<file path="config.mk">
export PLATFORM = sky130hd
export DESIGN_NAME = xbar_slave_arbiter
export DESIGN_NICKNAME = d
export VERILOG_FILES = /design/src/rtl/xbar_arb_pkg.sv /design/src/rtl/rr_arbiter.sv /design/src/rtl/xbar_slave_arbiter.sv
export SDC_FILE = /design/constraint.sdc
export NUM_CORES = 1
export LEC_CHECK = 0
export BUFFER_PORTS_ARGS = -buffer_cell sky130_fd_sc_hd__buf_2
export CORE_AREA = 2 2 131 133
export CTS_CLUSTER_DIAMETER = 120
export CTS_CLUSTER_SIZE = 25
export DETAILED_ROUTE_END_ITERATION = 8
export DIE_AREA = 0 0 133 135
export PLACE_DENSITY = 0.61
export SLEW_MARGIN = 20
export SYNTH_ARGS = -nofsm -noshare
export SYNTH_HDL_FRONTEND = slang
export SYNTH_HIERARCHICAL = 1
export SYNTH_SLANG_ARGS = --single-unit
</file>
<file path="constraint.sdc">
create_clock -name clk_i -period 2.4 [get_ports clk_i]
set_input_delay 0.24 -clock clk_i [delete_from_list [all_inputs] [get_ports clk_i]]
set_output_delay 0.24 -clock clk_i [all_outputs]
set_load 0.1 [all_outputs]
</file>
<file path="src/rtl/xbar_arb_pkg.sv">
// xbar_arb_pkg: shared FSM state type, clog2 helper and counter-width defaults for the slave arbiter
package xbar_arb_pkg;
  typedef enum logic {IDLE, BUSY} state_e;
  function automatic int clog2(input int v);
    int r;
    r = 0;
    while ((1 << r) < v) r++;
    return r;
  endfunction
  localparam int MAX_OUT_DEF = 8;
  localparam int OUT_W_DEF = clog2(MAX_OUT_DEF + 1);
endpackage

</file>
<file path="src/rtl/rr_arbiter.sv">
// rr_arbiter: combinational round-robin pick starting at ptr_i; PAVANA_ARB_FIXED_PRIO_EN selects lowest-index-wins
module rr_arbiter #(
  parameter int N  = 4,
  parameter int IW = 2
) (
  input  logic [N-1:0]  req_i,
`ifndef PAVANA_ARB_FIXED_PRIO_EN
  input  logic [IW-1:0] ptr_i,
`endif
  output logic [N-1:0]  gnt_o,
  output logic [IW-1:0] idx_o,
  output logic          valid_o
);
  always_comb begin
    idx_o = '0;
`ifdef PAVANA_ARB_FIXED_PRIO_EN
    for (int i = N - 1; i >= 0; i--)
      if (req_i[i]) idx_o = IW'(i);
`else
    // Walk offsets downward so the smallest offset from ptr_i wins
    for (int i = N - 1; i >= 0; i--)
      if (req_i[IW'((int'(ptr_i) + i) % N)]) idx_o = IW'((int'(ptr_i) + i) % N);
`endif
    valid_o = |req_i;
    gnt_o = valid_o ? N'(1) << idx_o : '0;
  end
endmodule

</file>
<file path="src/rtl/xbar_slave_arbiter.sv">
// xbar_slave_arbiter: arbitrates masters onto one slave port and pushes read tags in grant order
// Define PAVANA_ARB_FIXED_PRIO_EN for fixed priority (lowest index wins, no rotating pointer).
module xbar_slave_arbiter
  import xbar_arb_pkg::*;
#(
  parameter int NUM_MASTERS     = 4,
  parameter int TAG_WIDTH       = 2,
  parameter int ADDR_WIDTH      = 32,
  parameter int DATA_WIDTH      = 32,
  parameter int MAX_OUTSTANDING = 8
) (
  input  logic                              clk_i,
  input  logic                              rst_i,
  input  logic [NUM_MASTERS-1:0]            req_i,
  input  logic [NUM_MASTERS-1:0]            we_i,
  input  logic [NUM_MASTERS*ADDR_WIDTH-1:0] addr_bi,
  input  logic [NUM_MASTERS*DATA_WIDTH-1:0] wdata_bi,
  output logic [NUM_MASTERS-1:0]            ack_o,
  output logic                              slv_req_o,
  output logic                              slv_we_o,
  output logic [ADDR_WIDTH-1:0]             slv_addr_bo,
  output logic [DATA_WIDTH-1:0]             slv_wdata_bo,
  input  logic                              slv_ack_i,
  input  logic                              tag_fifo_full_i,
  output logic                              tag_fifo_wrreq_o,
  output logic [TAG_WIDTH-1:0]              tag_fifo_wdata_o,
  input  logic                              resp_done_i
);
  localparam int IW = clog2(NUM_MASTERS);
  localparam int CW = clog2(MAX_OUTSTANDING + 1);
  state_e                  state_q, state_d;
  logic [IW-1:0]           gnt_q, gnt_d;
  logic                    we_q, we_d;
  logic [ADDR_WIDTH-1:0]   addr_q, addr_d;
  logic [DATA_WIDTH-1:0]   wdata_q, wdata_d;
  logic [CW-1:0]           out_q, out_d;
  logic [NUM_MASTERS-1:0]  arb_gnt;
  logic [IW-1:0]           arb_idx;
  logic                    arb_valid, can_grant, accept, push, dec;
`ifndef PAVANA_ARB_FIXED_PRIO_EN
  logic [IW-1:0]           ptr_q, ptr_d;
`endif
  rr_arbiter #(.N(NUM_MASTERS), .IW(IW)) u_arb (
    .req_i  (req_i),
`ifndef PAVANA_ARB_FIXED_PRIO_EN
    .ptr_i  (ptr_q),
`endif
    .gnt_o  (arb_gnt),
    .idx_o  (arb_idx),
    .valid_o(arb_valid)
  );
  // Full and outstanding limit gate every grant, writes included
  assign can_grant        = arb_valid && !tag_fifo_full_i && (out_q < CW'(MAX_OUTSTANDING));
  assign accept           = (state_q == BUSY) && slv_ack_i;
  assign push             = accept && !we_q;
  assign dec              = resp_done_i && (out_q != '0);
  assign ack_o            = accept ? NUM_MASTERS'(1) << gnt_q : '0;
  assign slv_req_o        = state_q == BUSY;
  assign slv_we_o         = we_q;
  assign slv_addr_bo      = addr_q;
  assign slv_wdata_bo     = wdata_q;
  assign tag_fifo_wrreq_o = push;
  assign tag_fifo_wdata_o = TAG_WIDTH'(gnt_q);
  always_comb begin
    state_d = state_q;
    gnt_d   = gnt_q;
    we_d    = we_q;
    addr_d  = addr_q;
    wdata_d = wdata_q;
    if (state_q == IDLE && can_grant) begin
      state_d = BUSY;
      gnt_d   = arb_idx;
      we_d    = |(we_i & arb_gnt);
      addr_d  = addr_bi[arb_idx*ADDR_WIDTH +: ADDR_WIDTH];
      wdata_d = wdata_bi[arb_idx*DATA_WIDTH +: DATA_WIDTH];
    end
    if (accept) state_d = IDLE;
    out_d = (push && !dec) ? out_q + 1'b1 : (!push && dec) ? out_q - 1'b1 : out_q;
`ifndef PAVANA_ARB_FIXED_PRIO_EN
    ptr_d = accept ? ((gnt_q == IW'(NUM_MASTERS - 1)) ? '0 : gnt_q + 1'b1) : ptr_q;
`endif
  end
  always_ff @(posedge clk_i or posedge rst_i) begin
    if (rst_i) begin
      state_q <= IDLE;
      gnt_q   <= '0;
      we_q    <= 1'b0;
      addr_q  <= '0;
      wdata_q <= '0;
      out_q   <= '0;
`ifndef PAVANA_ARB_FIXED_PRIO_EN
      ptr_q   <= '0;
`endif
    end else begin
      state_q <= state_d;
      gnt_q   <= gnt_d;
      we_q    <= we_d;
      addr_q  <= addr_d;
      wdata_q <= wdata_d;
      out_q   <= out_d;
`ifndef PAVANA_ARB_FIXED_PRIO_EN
      ptr_q   <= ptr_d;
`endif
    end
  end
endmodule

</file>
# Word level (Yosys, flattened, before mapping)
# Cells that the tools add are included.
dict set report word_totals {
  reg_bits 74
  latchBits 0
  ramBits 0
  rom_bits 0
  out_inout_bits 73
  elab_cells 65
  mem_count 0
}
dict set report op_classes {
  addsub 6
  multipliers 0
  div_mod_pow 0
  order_cmp 5
  n_eq_ne 1
  n_shift 4
  n_mux 23
  bitwise 2
  reduce_logical 17
}
# op count
set op_table {}
lappend op_table {{$shiftx A128 B8 Y32} 2}
lappend op_table {{$lt A2 B4 Y1 const B} 4}
lappend op_table {{$mux W4} 4}
lappend op_table {{$mux W1} 10}
lappend op_table {{$mux W2} 5}
lappend op_table {{$bmux W1 S2} 4}
lappend op_table {{$logic_and A1 B1 Y1} 8}
lappend op_table {{$reduce_or A4 Y1} 2}
lappend op_table {{$shl A1 B2 Y4 const A} 2}
lappend op_table {{$add A2 B1 Y2 const B} 2}
lappend op_table {{$add A2 B2 Y2 const B} 2}
lappend op_table {{$add A4 B1 Y4 const B} 1}
lappend op_table {{$and A4 B4 Y4} 1}
lappend op_table {{$logic_not A1 Y1} 4}
lappend op_table {{$lt A4 B4 Y1 const B} 1}
lappend op_table {{$reduce_bool A2 Y1} 2}
lappend op_table {{$reduce_bool A4 Y1} 1}
lappend op_table {{$sub A4 B1 Y4 const B} 1}
lappend op_table {{$eq A2 B2 Y1 const B} 1}
lappend op_table {{$not A1 Y1} 1}

# Longest topological paths before layout
dict set report logic_depth {
  ltp_word 12
  depth_mapped 8
  depth_no_buf 8
}

# Modules after synthesis
# The synthesis kept the hierarchy.
# mod n_inst cells_each area_per_inst_um2 seq_area_each_um2
set by_module_without_submodules {}
lappend by_module_without_submodules {xbar_slave_arbiter 1 274 4628.2 1851.8}
lappend by_module_without_submodules {rr_arbiter 1 29 196.4 0.0}

# Least setup slack after synthesis
# No wires, ideal clock.
dict set report synth_path {
  path_kind {register -> register}
  startpoint {register state_q, in the netlist slv_req_o}
  endpoint {register out_q[3]}
  t_arrival_ns 4.093
  required_time_ns 2.263
  slack_ns -1.830
  path_stages_with_launch 9
  path_buffers 0
  period_less_slack_ns 4.230
  cell_sequence {dfrtp_1 > nand2_1 > nor2_1 > ha_1 > inv_1 > ha_1 > or4_1 > nand3_1 > o221ai_1}
}
dict set report synth_between {
  elab_chain_cells 5
  word_cells_on_any_way 7
  classes_between {mux: 1; reduce/logical: 6}
}
# item line
set synth_lines {}
lappend synth_lines {{from (decl)} xbar_slave_arbiter.sv:31} ;# state_e state_q, state_d;
lappend synth_lines {{from (signal assigned)} xbar_slave_arbiter.sv:95} ;# state_q <= state_d;
lappend synth_lines {{$logic_and A1 B1 Y1 (*)} xbar_slave_arbiter.sv:54} ;# assign accept = (state_q == BUSY) && slv_ack_i;
lappend synth_lines {{$logic_and A1 B1 Y1 (*)} xbar_slave_arbiter.sv:55} ;# assign push = accept && !we_q;
lappend synth_lines {{named net tag_fifo_wrreq_o} xbar_slave_arbiter.sv:25} ;# output logic tag_fifo_wrreq_o,
lappend synth_lines {{$logic_not A1 Y1} xbar_slave_arbiter.sv:78} ;# out_d = (push && !dec) ? out_q + 1'b1 : (!push && dec) ? out_q - 1'b1 : out_q;
lappend synth_lines {{$logic_and A1 B1 Y1} xbar_slave_arbiter.sv:78}
lappend synth_lines {{$reduce_bool A2 Y1 (no source line)} -}
lappend synth_lines {{to (signal assigned)} xbar_slave_arbiter.sv:100} ;# out_q <= out_d;
lappend synth_lines {{to (decl)} xbar_slave_arbiter.sv:36} ;# logic [CW-1:0] out_q, out_d;
# The timed path passes the listed nets; every way through them passes the cells marked *.
# A chain may end at the register's enable or synchronous reset.

# Final worst setup path
dict set report layout_path {
  startpoint {register ptr_q[0]}
  endpoint {register wdata_q[16], in the netlist slv_wdata_bo[16]}
}
dict set report layout_between {
  elab_chain_cells 9
  word_cells_on_any_way 20
  classes_between {add/sub: 3; shift: 1; mux: 16}
}
# item line
set layout_lines {}
lappend layout_lines {{from (decl)} xbar_slave_arbiter.sv:41} ;# logic [IW-1:0] ptr_q, ptr_d;
lappend layout_lines {{from (signal assigned)} xbar_slave_arbiter.sv:102} ;# ptr_q <= ptr_d;
lappend layout_lines {{$add A2 B2 Y2} rr_arbiter.sv:22} ;# if (req_i[IW'((int'(ptr_i) + i) % N)]) idx_o = IW'((int'(ptr_i) + i) % N);
lappend layout_lines {{$bmux W1 S2} rr_arbiter.sv:22}
lappend layout_lines {{$mux W1 (not written as such) (2 in a row)} rr_arbiter.sv:22}
lappend layout_lines {{$mux W2 (3 in a row)} rr_arbiter.sv:22}
lappend layout_lines {{$mux W2 (*)} rr_arbiter.sv:22}
lappend layout_lines {{named net arb_idx[0]} xbar_slave_arbiter.sv:38} ;# logic [IW-1:0] arb_idx;
lappend layout_lines {{$shiftx A128 B8 Y32 (*)} xbar_slave_arbiter.sv:75} ;# wdata_d = wdata_bi[arb_idx*DATA_WIDTH +: DATA_WIDTH];
lappend layout_lines {{to (signal assigned)} xbar_slave_arbiter.sv:99} ;# wdata_q <= wdata_d;
lappend layout_lines {{to (decl)} xbar_slave_arbiter.sv:35} ;# logic [DATA_WIDTH-1:0] wdata_q, wdata_d;
# The timed path passes the listed nets; every way through them passes the cells marked *. The select of a mux whose other input is x is not followed.

==> results.ini <==
[hold_path]
hold_class=in2async

[sta]
fin_setup_tns_ns=0
min_period_ns=2.29
worstMarginPinSlew_ns=0.706
final_max_slew_viol_count=0
hold_viol=16
slew_headroom=0.529
holdWs_ns=-0.0214
rsz0062_at_grt=no
min_period_over_period=0.953
setup_viol=0
setup_slack_ns=0.114
skew_ns=0.00971
max_freq_ghz=0.437

[placed_design]
dpl_worst_slack_ns=0.0551
portBuffers=341
placed_cells=857
hpwl_um=12900
gp_congestion=0.836

[yosys]
syn_inst=303
synth_area_leaders=dfrtp_1, mux4_2, mux2_2
ys_ff_latch=74
syn_nets=580
synth_top_area_cell=dfrtp_1
synth_top_area_share=0.384
syn_area_sq_mm=0.00482
seq_area_frac_synth=0.384
ys_warn_count=6
yosysUniqueCellTypes=43
avgSynthCellArea_sq_um=15.9

[die]
core_area_sq_mm=0.0164
die_x_um=133
pin_count=342
fp.dieH_um=135
std_cell_rows=47
die_area_sq_mm=0.0180
initial_core_util=0.294

[final_layout]
drive_above_1_share=0.806
finalNonFillerCells=874
multi_input_area_sq_mm=0.00282
area.sequential_sq_mm=0.00186
diodes=0
area_delta_synth_final_pct=50.4
nets=927
fillers=1506

[power_and_ir_drop]
ir_drop_uv=1290
p_per_area_mw_per_mm2=1730
power.leakage_nw=3.46

[critical_path]
arrival_ns=2.51
end_kind=register
crit_type=reg2reg
cp.required_ns=2.62
slowest_delay_ns=0.52
crit_path_frequent_cell=buf_12
cp_slowest_cell=mux4_2
critPathMaxFanout=17
cp-start-kind=register
path_cells=nor2_1, o21bai_1, a221oi_4, buf_12, buf_12, mux4_2, mux2_2

[drt]
dr.first_iter.drc_count=149
wl_per_cell_um=18.4
remaining_drc_errors=0
vias_per_cell=4.96
detail-route-antenna-nets=0
drt_first_pass_iters=4
vias=4336
routed_wirelength_um=16000

[clocking]
cts_tree=yes
ctsRootBufferMaster=clkbuf_16
clock_latency_ns=0.34
cts_hold_buf=0
numCtsBuffers=9
clk_path_buf_depth=2
cts.sinks=74
h-tree-depth=3
cts.clk_slew.worst_paths_ns=0.06

[job]
maxCapViolations=0

[grt]
grt_use_total=0.177
antenna_found_initial=0
grt_pass1_vias=4914
grt_pass1_wl_um=24800
grt_overflow_total=0
grt_max_degree=42

[status]
status=finished with violations
violations=hold timing

report_power, final:
part	switching (W)	total, W	internal (W)
clock network	0.000533	0.00154	0.00101
registers	0.000430	0.00234	0.00191
logic	0.00610	0.00868	0.00259
total	0.00706	0.0126	0.00550
final cells by class:
cell class	instances	share of cell area
sequential	74	0.256
clock buffer	10	0.0315
timing repair buffer	360	0.268
clock inverter	5	0.0143
tap	220	0.0379
multi-input combinational	198	0.389
inverter	7	0.00414
cells in the mapped netlist (all sizes together):
| cell type | count |
|---|---|
| o21a | 1 |
| nand2b | 1 |
| buf | 17 |
| mux2i | 1 |
| or4 | 1 |
| a21oi | 4 |
| mux4 | 64 |
| o41ai | 1 |
| o21bai | 1 |
| clkbuf | 7 |
| nor3b | 1 |
| a21o | 3 |
| o21ai | 5 |
| nand3 | 1 |
| fa | 1 |
| a22oi | 2 |
| mux2 | 66 |
| o221a | 1 |
| ha | 7 |
| and3 | 5 |
| a211oi | 1 |
| or3 | 3 |
| nand3b | 2 |
| xnor2 | 2 |
| nor2 | 7 |
| o31a | 1 |
| a31oi | 1 |
| a211o | 1 |
| a221oi | 1 |
| o221ai | 1 |
| nor2b | 2 |
| a2111oi | 1 |
| inv | 7 |
| dfrtp | 74 |
| o31ai | 1 |
| nor4b | 1 |
| nand2 | 7 |
cell families after synthesis:
family | count (synthesis) | synth area share
muxes | 131 | 0.463
DFF | 74 | 0.384
buffers and inverters | 31 | 0.0472
and+or+nand+nor | 31 | 0.0399
AOI/OAI and AO/OA | 26 | 0.0397
adders and majority gates | 8 | 0.0223
xor gates and xnor gates | 2 | 0.00363
state kept, by name (all words and copies together), names as in the netlist:
register	count
ptr_q	2
slv_we_o	1
slv_req_o	1
slv_wdata_bo	32
slv_addr_bo	32
out_q	4
tag_fifo_wdata_o	2
path summary, 6_finish.rpt:
check | from | endpoint | slack (ns) | cells past startpoint
max in group asynchronous | rst_i | slv_wdata_bo[12]$_DFFE_PP0P_ | 1.74 | 3
min in group clk_i | slv_ack_i | slv_req_o$_DFFE_PP0P_ | 0.23 | 3
hold / removal | rst_i | slv_wdata_bo[10]$_DFFE_PP0P_ | -0.02 | 2
setup / recovery | ptr_q[0]$_DFFE_PP0N_ | slv_wdata_bo[16]$_DFFE_PP0P_ | 0.11 | 7
hold reg to reg | slv_addr_bo[1]$_DFFE_PP0P_ | slv_addr_bo[1]$_DFFE_PP0P_ | 0.50 | 1
setup reg to reg | ptr_q[0]$_DFFE_PP0N_ | slv_wdata_bo[16]$_DFFE_PP0P_ | 0.11 | 7
metal layers:
metal,global-route usage,share of wire
met5,0,0
met3,0.0454,0.078
met2,0.328,0.54
met4,0.0783,0.023
met1,0.189,0.36
per-stage QoR:
stage,util,power [W],instance area (sq um)
after CTS,0.440,0.0126,7230
after detailed placement,0.420,0.0110,6890
after global routing,0.442,0.0131,7260
after floorplan,-,0.00947,4880
after global placement,0.420,0.0109,6890
final,0.442,0.0126,7260
critical path, delay by kind of cell (launching register included):
kind | cells | cell delay (ns)
flip-flops | 1 | 0.41
buffers and inverters | 2 | 0.39
AND/OR/NAND/NOR | 1 | 0.08
AO/OA/AOI/OAI | 2 | 0.49
multiplexers | 2 | 0.79
what timing repair did:
item / in CTS / in global routing
gates resized for setup: 0 / 3
setup buffers: 0 / 2
setup endpoints to repair: 0 / 61
layout by cell type (no fill, tap or decap), types with 2 or more instances in the layout:
cell type	count
a21o_2	2
ha_1	5
buf_12	6
a21oi_1	4
o21ai_0	5
mux4_2	64
nor2_1	5
or3_1	3
xnor2_1	2
nor2_4	2
inv_1	5
dfrtp_1	71
bufinv_16	3
buf_2	341
clkbuf_16	9
ha_4	2
mux2_2	55
a22oi_1	2
and3_2	4
mux2_4	11
nand2_1	6
buf_4	12
clkinv_2	2
dfrtp_2	3
nand3b_1	2
No activity file was read; power rests on OpenSTA's default activity.
